--- config.mk ---
export PLATFORM = sky130hd
export DESIGN_NAME = fetch_stage_flat
export DESIGN_NICKNAME = d
export VERILOG_FILES = /design/src/rtl/fetch_stage_pkg.sv /design/src/rtl/fetch_stage_if.sv /design/src/rtl/fetch_stage_if_id_reg.sv /design/src/rtl/fetch_stage.sv /design/src/flat_wrapper.sv
export SDC_FILE = /design/constraint.sdc
export NUM_CORES = 1
export LEC_CHECK = 0
export BUFFER_PORTS_ARGS = -buffer_cell sky130_fd_sc_hd__buf_4
export CORE_ASPECT_RATIO = 1.75
export CORE_MARGIN = 5
export CORE_UTILIZATION = 54
export CTS_CLUSTER_DIAMETER = 60
export DETAILED_ROUTE_END_ITERATION = 8
export PLACE_DENSITY = 0.92
export SYNTH_ARGS = -nofsm -noshare
export SYNTH_HDL_FRONTEND = slang
export SYNTH_SLANG_ARGS = --single-unit
--- constraint.sdc ---
create_clock -name clk -period 9.65 [get_ports clk]
set_input_delay 0.4825 -clock clk [delete_from_list [all_inputs] [get_ports clk]]
set_output_delay 0.4825 -clock clk [all_outputs]
set_load 0.03 [all_outputs]
--- src/rtl/fetch_stage_pkg.sv ---
// Shared constants for the instruction-fetch stage: NOP encoding, J/JAL opcodes, default vectors.
package fetch_stage_pkg;

    localparam logic [31:0] NOP                = 32'h0000_0000;
    localparam logic [5:0]  OP_J               = 6'h02;
    localparam logic [5:0]  OP_JAL             = 6'h03;
    localparam logic [31:0] DEFAULT_RESET_PC   = 32'h0000_0000;
    localparam logic [31:0] DEFAULT_EXC_VECTOR = 32'h0000_0080;

    function automatic logic [31:0] word_align(input logic [31:0] addr);
        return {addr[31:2], 2'b00};
    endfunction

endpackage

--- src/rtl/fetch_stage_if.sv ---
// Fetch-stage signal bundle: imem port, stall/redirect requests and the IF/ID outputs.
interface fetch_stage_if;

    logic [31:0] imem_addr;
    logic [31:0] imem_instr;
    logic        stall;
    logic        id_redirect;
    logic [31:0] id_target;
    logic        ex_redirect;
    logic [31:0] ex_target;
    logic        exc_req;
    logic        ifid_valid;
    logic [31:0] ifid_pc;
    logic [31:0] ifid_pc_plus4;
    logic [31:0] ifid_instr;
    logic        ifid_jump_taken;

    modport master (
        output imem_addr, ifid_valid, ifid_pc, ifid_pc_plus4, ifid_instr, ifid_jump_taken,
        input  imem_instr, stall, id_redirect, id_target, ex_redirect, ex_target, exc_req
    );

    modport slave (
        input  imem_addr, ifid_valid, ifid_pc, ifid_pc_plus4, ifid_instr, ifid_jump_taken,
        output imem_instr, stall, id_redirect, id_target, ex_redirect, ex_target, exc_req
    );

endinterface

--- src/rtl/fetch_stage_if_id_reg.sv ---
// IF/ID pipeline register with load, hold and flush; flush has priority over load.
module fetch_stage_if_id_reg
    import fetch_stage_pkg::*;
(
    input  logic        clk,
    input  logic        reset,
    input  logic        load,
    input  logic        flush,
    input  logic [31:0] pc,
    input  logic [31:0] pc_plus4,
    input  logic [31:0] instr,
    input  logic        jump_taken,
    output logic        ifid_valid,
    output logic [31:0] ifid_pc,
    output logic [31:0] ifid_pc_plus4,
    output logic [31:0] ifid_instr,
    output logic        ifid_jump_taken
);

    always_ff @(posedge clk or posedge reset) begin
        if (reset) begin
            ifid_valid      <= 1'b0;
            ifid_pc         <= 32'h0;
            ifid_pc_plus4   <= 32'h0;
            ifid_instr      <= NOP;
            ifid_jump_taken <= 1'b0;
        end else if (flush) begin
            // PC fields are left as-is; only valid/instr/jump_taken carry meaning once flushed.
            ifid_valid      <= 1'b0;
            ifid_instr      <= NOP;
            ifid_jump_taken <= 1'b0;
        end else if (load) begin
            ifid_valid      <= 1'b1;
            ifid_pc         <= pc;
            ifid_pc_plus4   <= pc_plus4;
            ifid_instr      <= instr;
            ifid_jump_taken <= jump_taken;
        end
    end

endmodule

--- src/rtl/fetch_stage.sv ---
// Instruction-fetch stage: PC register, next-PC selection and IF/ID register.
// Optional J/JAL predecode redirect is enabled by defining FETCH_JUMP_PREDECODE_EN.
module fetch_stage
    import fetch_stage_pkg::*;
#(
    parameter logic [31:0] RESET_PC   = DEFAULT_RESET_PC,
    parameter logic [31:0] EXC_VECTOR = DEFAULT_EXC_VECTOR
) (
    input  logic          clk,
    input  logic          reset,
    fetch_stage_if.master bus
);

    logic [31:0] pc_q;
    logic [31:0] pc_d;
    logic [31:0] pc_plus4;
    logic [31:0] jump_target;
    logic        is_jump;
    logic        flush;
    logic        load;

    assign pc_plus4      = pc_q + 32'd4;
    assign bus.imem_addr = pc_q;

`ifdef FETCH_JUMP_PREDECODE_EN
    // Predecode only when nothing older or from ID wants the PC this cycle.
    assign is_jump = ((bus.imem_instr[31:26] == OP_J) || (bus.imem_instr[31:26] == OP_JAL)) &&
                     !bus.exc_req && !bus.ex_redirect && !bus.id_redirect && !bus.stall;
    assign jump_target = {pc_plus4[31:28], bus.imem_instr[25:0], 2'b00};
`else
    assign is_jump     = 1'b0;
    assign jump_target = pc_plus4;
`endif

    always_comb begin
        pc_d = pc_plus4;
        if (bus.exc_req) begin
            pc_d = EXC_VECTOR;
        end else if (bus.ex_redirect) begin
            pc_d = word_align(bus.ex_target);
        end else if (bus.id_redirect && !bus.stall) begin
            pc_d = word_align(bus.id_target);
        end else if (bus.stall) begin
            pc_d = pc_q;
        end else if (is_jump) begin
            pc_d = jump_target;
        end
    end

    always_ff @(posedge clk or posedge reset) begin
        if (reset) begin
            pc_q <= RESET_PC;
        end else begin
            pc_q <= pc_d;
        end
    end

    // EX and exception flushes win over stall; an ID redirect only acts once the stall clears.
    assign flush = bus.exc_req || bus.ex_redirect || (bus.id_redirect && !bus.stall);
    assign load  = !flush && !bus.stall;

    fetch_stage_if_id_reg u_if_id_reg (
        .clk             (clk),
        .reset           (reset),
        .load            (load),
        .flush           (flush),
        .pc              (pc_q),
        .pc_plus4        (pc_plus4),
        .instr           (bus.imem_instr),
        .jump_taken      (is_jump),
        .ifid_valid      (bus.ifid_valid),
        .ifid_pc         (bus.ifid_pc),
        .ifid_pc_plus4   (bus.ifid_pc_plus4),
        .ifid_instr      (bus.ifid_instr),
        .ifid_jump_taken (bus.ifid_jump_taken)
    );

endmodule

--- src/flat_wrapper.sv ---
// flat-port wrapper written by rule: the top's interface ports become plain ports
module fetch_stage_flat import fetch_stage_pkg::*;
#(
    parameter logic [31:0] RESET_PC   = DEFAULT_RESET_PC,
    parameter logic [31:0] EXC_VECTOR = DEFAULT_EXC_VECTOR
)
  (clk, reset, bus_imem_addr, bus_ifid_valid, bus_ifid_pc, bus_ifid_pc_plus4, bus_ifid_instr, bus_ifid_jump_taken, bus_imem_instr, bus_stall, bus_id_redirect, bus_id_target, bus_ex_redirect, bus_ex_target, bus_exc_req);
  fetch_stage_if bus_i ();
  input  logic clk;
  input  logic reset;
  output wire logic [$bits(bus_i.imem_addr)-1:0] bus_imem_addr;
  output wire logic [$bits(bus_i.ifid_valid)-1:0] bus_ifid_valid;
  output wire logic [$bits(bus_i.ifid_pc)-1:0] bus_ifid_pc;
  output wire logic [$bits(bus_i.ifid_pc_plus4)-1:0] bus_ifid_pc_plus4;
  output wire logic [$bits(bus_i.ifid_instr)-1:0] bus_ifid_instr;
  output wire logic [$bits(bus_i.ifid_jump_taken)-1:0] bus_ifid_jump_taken;
  input wire logic [$bits(bus_i.imem_instr)-1:0] bus_imem_instr;
  input wire logic [$bits(bus_i.stall)-1:0] bus_stall;
  input wire logic [$bits(bus_i.id_redirect)-1:0] bus_id_redirect;
  input wire logic [$bits(bus_i.id_target)-1:0] bus_id_target;
  input wire logic [$bits(bus_i.ex_redirect)-1:0] bus_ex_redirect;
  input wire logic [$bits(bus_i.ex_target)-1:0] bus_ex_target;
  input wire logic [$bits(bus_i.exc_req)-1:0] bus_exc_req;
  assign bus_imem_addr = bus_i.imem_addr;
  assign bus_ifid_valid = bus_i.ifid_valid;
  assign bus_ifid_pc = bus_i.ifid_pc;
  assign bus_ifid_pc_plus4 = bus_i.ifid_pc_plus4;
  assign bus_ifid_instr = bus_i.ifid_instr;
  assign bus_ifid_jump_taken = bus_i.ifid_jump_taken;
  assign bus_i.imem_instr = bus_imem_instr;
  assign bus_i.stall = bus_stall;
  assign bus_i.id_redirect = bus_id_redirect;
  assign bus_i.id_target = bus_id_target;
  assign bus_i.ex_redirect = bus_ex_redirect;
  assign bus_i.ex_target = bus_ex_target;
  assign bus_i.exc_req = bus_exc_req;
  fetch_stage #(.RESET_PC(RESET_PC), .EXC_VECTOR(EXC_VECTOR)) u_core (.clk(clk), .reset(reset), .bus(bus_i));
endmodule
# After elaboration in Yosys (flattened, before gate mapping)
# Cells that the tools add are included.
# word_totals
reg_bits,130
latchBits,0
mem_bits_rw,0
rom_bits,0
input_bits,102
output_inout_bits,130
wordCells,27
mem_count,0
# op_classes
addsub,1
n_mul,0
div,0
n_lt_le_gt_ge,0
eq_ne,1
shifts,0
muxes,10
bitwise,1
n_reduce_logical,8
# ops
cell,count
2-to-1 mux 32 bit,6
adder 32 x 3 -> 32 bit (second input constant),1
2-to-1 mux 1 bit,4
inequality test 4 x 1 -> 1 bit (second input constant),1
logical AND 1 bit,2
logical NOT 1 bit,2
logical OR 1 bit,2
AND reduction 2 bit,1
nonzero test 2 bit,1
NOT 1 bit,1

# Depth between registers and ports, before layout
# Gate-level depths: netlist of the first run.
# logic_depth
ltp_word,7
depth_mapped,7
depth_no_buf,6

# By module
# From an unflattened synthesis of the first run, not the netlist that was laid out.
# hier_totals
hier_cells,589
hier_area_um2,6687.7
# by_module_without_submodules
mod,instances,cells_per_inst,area_per_inst_um2
fetch_stage_if_id_reg,1,247,4055.1
fetch_stage,1,342,2632.5

# Worst setup path after synthesis of the first run
# Ideal clock, no wire load.
# synth_timing
path_kind,register -> register
from,"reg u_core.pc_q[2], in the netlist u_core.bus.imem_addr[2]"
to,"reg u_core.pc_q[28], in the netlist u_core.bus.imem_addr[28]"
arrival_ns,2.237
path_slack_ns,7.344
stages_incl_launch_ff,7
n_path_buf,0
period_less_slack_ns,2.306
cell_sequence,dfrtp_1 > ha_1 > nand3_4 > nor4_4 > nand4_2 > or4_1 > nand3b_1
# synth_between
elab_chain_cells,5
# synth_lines
element,line,rtl
"start, declared",fetch_stage.sv:14,logic [31:0] pc_q;
"start signal, assigned",fetch_stage.sv:54,pc_q <= pc_d;
adder 32 x 3 -> 32 bit,fetch_stage.sv:22,assign pc_plus4 = pc_q + 32'd4;
2-to-1 mux 32 bit,fetch_stage.sv:43,end else if (bus.stall) begin
2-to-1 mux 32 bit,fetch_stage.sv:41,end else if (bus.id_redirect && !bus.stall) begin
2-to-1 mux 32 bit,fetch_stage.sv:39,end else if (bus.ex_redirect) begin
2-to-1 mux 32 bit,fetch_stage.sv:37,if (bus.exc_req) begin
# No other way between the ends. The select of a mux whose other input is x is not followed.
# A chain may end at the register's enable or synchronous reset.

# Worst setup path after layout of the first run
# layout_timing
from,"reg u_core.pc_q[3], in the netlist u_core.bus.imem_addr[3]"
to,"reg u_core.pc_q[28], in the netlist u_core.bus.imem_addr[28]"
# The elaborated chain is that of the path after synthesis.

==> results of run 1 <==
[worst max-delay path: cells and delay by family, from the launching register on]
kind / cells / cell delay, ns
simple gates: 5 / 1.71
fa+ha+maj: 1 / 0.40
flops: 1 / 0.55
[flip-flops by register name (all words and copies together), names as in the netlist]
signal / cells
u_core.bus.imem_addr: 30
u_core.u_if_id_reg.ifid_valid: 1
u_core.u_if_id_reg.ifid_pc_plus4: 30
u_core.u_if_id_reg.ifid_pc: 30
u_core.u_if_id_reg.ifid_instr: 32
[power groups by stage]
stage | Sequential, mW | Clock (mW) | Combinational, mW
final | 0.616 | 0.616 | 0.343
after global routing | 0.622 | 0.641 | 0.366
after CTS | 0.614 | 0.621 | 0.345
after detailed placement | 0.622 | 0 | 0.343
after global placement | 0.620 | 0 | 0.337
after floorplan | 0.707 | 0 | 0.114
[per-layer routing]
layer,part of all wire [%],vias up
met1,34,2873
met2,52,339
li1,-,2712
met3,8.5,80
met4,5.5,0
met5,0,-
[cell type report]
type | instances | area, µm² | share of cell area (%)
Tap cell | 132 | 165 | 1.99
Inverter | 11 | 43.8 | 0.527
Sequential cell | 123 | 3080 | 37.0
Timing Repair Buffer | 225 | 1690 | 20.3
Multi-Input combinational cell | 474 | 2770 | 33.3
Clock buffer | 21 | 470 | 5.66
Clock inverter | 8 | 95.1 | 1.14
[through the flow]
step | utilization, % | setup WS [ns]
after floorplan | - | 5.90
after global placement | 69.3 | 6.82
after detailed placement | 69.3 | 6.77
after CTS | 74.4 | 6.96
after global routing | 74.4 | 6.86
final | 74.4 | 6.92
[worst max-delay path by stage]
stage / start / endpoint / slack (ns) / cells past startpoint
after floorplan: reset / u_core.bus.imem_addr[10] / 5.90 / 1
after global routing: u_core.bus.imem_addr[3] / u_core.bus.imem_addr[28] / 6.86 / 6
after CTS: u_core.bus.imem_addr[3] / u_core.bus.imem_addr[28] / 6.96 / 6
after detailed placement: bus_ex_redirect / u_core.bus.imem_addr[26] / 6.77 / 6
after global placement: bus_ex_redirect / u_core.bus.imem_addr[26] / 6.82 / 6
final: u_core.bus.imem_addr[3] / u_core.bus.imem_addr[28] / 6.92 / 6
[cell usage after synthesis, drive strengths merged, types with 2 or more instances]
library cell,number,area share [%]
or3,3,0.30
nand3,16,1.6
nor4,10,1.7
nand4,15,1.7
o21a,3,0.36
nor3b,2,0.24
a211o,2,0.28
o221ai,3,0.42
xnor2,12,1.7
nor2,36,2.2
and3,3,0.30
a21o,3,0.36
a22o,34,4.8
inv,10,0.61
a21oi,27,2.2
o21ai,46,3.7
xor2,14,2.0
clkbuf,40,2.8
o2bb2ai,2,0.28
and2,2,0.20
and4,6,0.87
nand3b,2,0.24
mux2i,5,0.81
o31ai,5,0.61
a31oi,7,0.71
a22oi,8,0.97
a211oi,7,0.85
nand2,143,8.7
o22ai,6,0.61
nand2b,4,0.40
nor2b,6,0.61
nor3,13,1.1
dfrtp,123,50
buf,26,2.9
a221oi,5,0.71
[kinds of logic (layout without fill, tap and decap cells)]
kind of cell / count (synthesis) / after routing / synth area share, %
xor+xnor: 26 / 26 / 3.67
fa+ha+maj: 1 / 1 / 0.202
flops: 123 / 123 / 49.6
mux: 5 / 5 / 0.807
simple gates: 266 / 266 / 20.8
other cells: 1 / 7 / 0.0605
compound gates: 169 / 169 / 18.4
buf+inv: 77 / 265 / 6.40
[cell usage in the layout, fill, tap and decap left out, drive strengths merged, types with 10 or more instances in the layout]
| cell type | instances |
|---|---|
| a21oi | 27 |
| a22o | 34 |
| buf | 225 |
| clkbuf | 21 |
| dfrtp | 123 |
| inv | 10 |
| nand2 | 143 |
| nand3 | 16 |
| nand4 | 15 |
| nor2 | 36 |
| nor3 | 13 |
| nor4 | 10 |
| o21ai | 46 |
| xnor2 | 12 |
| xor2 | 14 |
==> summary.txt, run 1 <==
Power and ir drop
  – Net Sw Power: between 0.4 and 0.5 mW
  – Switching share of power: about 31%
  – Reg power frac: approximately two fifths
  – Pleak: just over 4 nW
  – Total power: between 1.5 and 2 mW
  – Power per Cell Area: ~190 nW/µm²
  – Share of total power in combinational logic: a little over a fifth
  – Clock share of power: around 39%
  – Internal power: between 1 and 1.5 mW
  – Worst VDD drop: about 140 µV

Route
  – # DRC: 0
  – Routed Antenna Nets: 0
  – Via density: 6.04
  – Total Wirelength: ~20000 µm
  – Detailed-route via count: around 6000
  – Routed length per placed instance: approximately 20 µm
  – DRT iter0 DRCs: 474
  – Pre-Repair DR Iteration Count: 6

Cells and area
  – # diodes: 0
  – Area Overhead vs Synth: 34.0%
  – Layout net count: between 900 and 1000
  – Final cell count without fillers: ~990
  – Fill count: 750
  – Layout cells sized above 1: between 30 and 40%
  – Final Cell Area: approximately 8300 µm²

Global routing
  – Met3 usage: 7.66%
  – Vias in the first global route: ~6000
  – Initial antenna violation count: 0
  – Met2 Use GR: roughly half
  – Largest net degree at the start of global routing: 76
  – GRT Total Usage: 28.4%
  – First-pass GRT wire length: around 31000 µm
  – Global-route met1 utilization: between 30 and 40%
  – Grt total ovfl: 0
  – GRT Max-Usage Layer: met2

Clocking
  – Post-CTS sizing: 0
  – CTS tree: done
  – Worst-Skew Late Latency: 0.42 ns
  – Clk sink count: ~120
  – Setup bufs post-CTS: 0
  – H-Tree Level Count: 4
  – CTS Buf Count: 17
  – Clock Tree Root: clkbuf_16
  – Hold_buf cts: 0
  – Clock buffer depth: 2
  – Clock slew at reported path FFs: 0.06 ns

Synthesis
  – Post-synth ARST share: 100%
  – Most used DFF post-synth: dfrtp_1
  – Yosys reg bits: 123
  – Sequential share of the synthesized area: 49.6%
  – Post-Syn Area: a little over 6000 µm²
  – Post-Synthesis Cells: between 600 and 700
  – EDFF count, synth: 0
  – Synth cell types: 67
  – Synth Warn #: 0
  – Synth Area per Inst: about 9.3 µm²

Floorplan
  – IO Pins: about 230
  – Die height: between 150 and 200 µm
  – Die width: approximately 91 µm
  – Row Count: about 50
  – Initial core utilization: around 56%
  – Core area: 11200 µm²
  – Full die area: about 14000 µm²

STA
  – FMAX: around 370 MHz
  – Final Critical Period: between 2 and 3 ns
  – Max transition margin: a little under a third
  – Worst-Margin Slew: approximately 1 ns
  – RSZ-0062 raised after global routing: no
  – Worst hold slack: about 0.28 ns
  – Final Setup Violations: 0
  – TNS Setup: 0 ns
  – Final Hold Fails: 0
  – Worst Skew: around 0.012 ns
  – Fin. max-slew vios: 0
  – Final period utilization: roughly 28%

Worst setup path
  – Slowest CP cell: nor4_4
  – Slowest stage delay, CP: around 0.66 ns
  – Critical setup path kind: reg2reg
  – Worst Reg2Reg Path Length in Cells: 6
  – CP Cell Sequence: ha_1 > nand3_4 > nor4_4 > nand4_2 > or4_1 > nand3b_1
  – R2R Setup Slk: a little under 7 ns
  – Crit start category: flip-flop
  – CP max FO: 8
  – CP Data Arrival Time: 3.07 ns
  – Reg2reg start: u_core.bus.imem_addr[3]
  – Reg2reg end: u_core.bus.imem_addr[28]
  – CP Data Required Time: 10.00 ns
  – Crit end category: flip-flop

Worst hold path
  – Hold Startpoint: bus_imem_instr[27]
  – Worst min path class: in2reg
  – Hold Path Cell Cnt: 2
  – WHS Endpoint: u_core.u_if_id_reg.ifid_instr[27]

Place
  – HPWL Detailed: ~14000 µm
  – Inst Count DP: between 900 and 1000
  – Cell Area, Placed: approximately 7700 µm²
  – Port bufs: 220
  – Placer Congestion: between 0.8 and 0.9

Run status
  – Status: finished clean

Run
  – Max Cap Viol: 0
Note: power is estimated with default switching activity, not from simulation.
==> run 2: changes to the inputs <==
- CORE_UTILIZATION: 54 -> 45
- PLACE_DENSITY: 0.92 -> 0.82
- clock period: 9.65 -> 2.18 ns (I/O delays scaled with it)
==> run 2 against run 1 <==
Sequential share of layout area fell by 3.7 points. Flip-flop and latch count did not move. Die area rose by 18%. Largest power group is now clock.
==> summary.txt, run 2 (synthesized netlist as in run 1, its figures left out) <==
Route
  – Routed length per placed instance: between 15 and 20 µm
  – Detailed-route via count: between 6000 and 7000
  – DRT iter0 DRCs: just under 400
  – Routed Antenna Nets: 0
  – Pre-Repair DR Iteration Count: 6
  – Total Wirelength: approximately 22000 µm
  – Via density: 5.55
  – # DRC: 0

Cells and area
  – Layout net count: just over 1000
  – Max FFs per register: 32
  – Fin util: 68.6%
  – Layout cells sized above 1: between 30% and 40%
  – Most common cell after layout, fill and taps aside: buf_4
  – # diodes: 0
  – Fill count: roughly 1000
  – Final Cell Area: 9230 µm²
  – Most frequent cells in the layout: 257 x buf_4, 142 x nand2_1, 121 x dfrtp_1
  – Biggest register: u_core.u_if_id_reg.ifid_instr
  – Area Overhead vs Synth: 48.9%

STA
  – Worst-Margin Slew: approximately 0.67 ns
  – Final Setup Violations: 0
  – Final Hold Fails: 0
  – Final period utilization: 95.2%
  – TNS Setup: 0 ns
  – FMAX: roughly 480 MHz
  – Max transition margin: about 55%
  – Worst Skew: between 0.006 and 0.007 ns
  – Final Critical Period: approximately 2.1 ns
  – Fin. max-slew vios: 0
  – RSZ-0062 raised after global routing: no

Clocking
  – H-Tree Level Count: 4
  – Clock buffer depth: 2
  – Clock Tree Root: clkbuf_16
  – CTS Buf Count: 17
  – Setup bufs post-CTS: 0
  – Clock slew at reported path FFs: 0.06 ns
  – Worst-Skew Late Latency: approximately 0.4 ns
  – Clk sink count: around 120
  – CTS tree: done

Floorplan
  – Die height: between 150 and 200 µm
  – Initial core utilization: between 40 and 50%
  – Die width: 98.7 µm
  – Core area: around 13000 µm²
  – Row Count: 56
  – IO Pins: between 200 and 250
  – Full die area: 16300 µm²

Place
  – HPWL Detailed: between 15000 and 20000 µm
  – Port bufs: 220
  – Cell Area, Placed: just over 8000 µm²
  – Placer Congestion: around 0.94

Worst setup path
  – Reg2reg start: u_core.bus.imem_addr[2]
  – Critical setup path kind: reg2reg
  – Critical Path Sink: u_core.bus.imem_addr[30]
  – Crit end category: flip-flop
  – CP Data Arrival Time: about 2.4 ns
  – Crit start category: flip-flop
  – CP max FO: 5
  – R2R Setup Slk: roughly 0.10 ns
  – Worst Reg2Reg Path Length in Cells: 6
  – CP startpoint: u_core.bus.imem_addr[2]
  – CP Data Required Time: ~2.5 ns
  – Reg2reg end: u_core.bus.imem_addr[30]

Global routing
  – Grt total ovfl: 0
  – GRT Total Usage: a little over a quarter
  – Largest net degree at the start of global routing: 42
  – First-pass GRT wire length: ~34000 µm
  – Vias in the first global route: between 6000 and 7000
  – Initial antenna violation count: 0

Power and ir drop
  – Share of total power in combinational logic: between 20% and 30%
  – Power per Cell Area: approximately 810 nW/µm²
  – Net Sw Power: about 2.3 mW
  – Internal power: between 5 and 6 mW
  – Pleak: approximately 4.6 nW
  – Switching share of power: between 30% and 40%
  – Reg power frac: 35.8%
  – Clock share of power: a little over two fifths
  – Worst VDD drop: 593 µV

Run
  – Max Cap Viol: 0

Run status
  – Status: finished clean

Worst hold path
  – Worst min path class: in2reg
## run 2: area by class of cell
class	count	area (µm²)	share of cell area, %
clock buffers	19	433	4.69
well taps	174	218	2.36
inverters	11	45.0	0.488
repair buffers	304	2450	26.5
flip-flops and latches	123	3080	33.4
multi-input cells	474	2790	30.2
clock inverters	13	216	2.34
## run 2: worst min path at each step
stage,cells past startpoint,endpoint,slack [ns],from
2_1_floorplan,2,u_core.bus.imem_addr[16],0.22,bus_ex_target[16]
5_1_grt,3,u_core.bus.imem_addr[29],0.02,bus_id_target[29]
3_3_place_gp,2,u_core.u_if_id_reg.ifid_pc[22],0.21,reset
4_1_cts,3,u_core.bus.imem_addr[29],0.006,bus_id_target[29]
3_5_place_dp,2,u_core.u_if_id_reg.ifid_pc[24],0.20,reset
6_report,3,u_core.bus.imem_addr[29],0.01,bus_id_target[29]
## run 2: timing repair
item,in CTS,in global routing
gates resized for setup,0,3
endpoints found under the setup margin,0,3
hold endpoints to repair,63,0
hold buffers,42,0
## run 2: power by group through the flow
stage / logic (mW) / clock network, mW / registers (mW)
floorplan: 0.505 / 0 / 3.13
global placement: 1.60 / 0 / 2.72
detailed placement: 1.63 / 0 / 2.72
CTS: 1.70 / 3.14 / 2.69
global route: 1.81 / 3.25 / 2.72
finish: 1.70 / 3.12 / 2.69
## run 2: metrics by stage
step / instances / setup slack [ns] / hold slack, ns / power [mW]
floorplan: 674 / 0.00884 / 0.224 / 3.64
finish: 1118 / 0.104 / 0.0146 / 7.51
global placement: 1044 / 0.156 / 0.207 / 4.32
global route: 1118 / 0.00471 / 0.0211 / 7.78
detailed placement: 1044 / 0.0941 / 0.200 / 4.36
CTS: 1118 / 0.0801 / 0.00605 / 7.52
## run 2: routing by layer
layer  part of all wire (%)  vias to the layer above  GRT usage, %
met3                    8.3                       60          7.40
li1                       -                     2872             -
met4                    3.7                        0          12.6
met5                      0                        -             0
met1                     35                     2957          28.7
met2                     53                      317          47.5
## run 2: worst max-delay path, stage by stage (launching register included)
cell,delay [ns]
dfrtp_2,0.35
ha_1,0.30
nand2_1,0.16
or3_1,0.42
nor4_4,0.39
nor4b_1,0.09
a211o_1,0.24
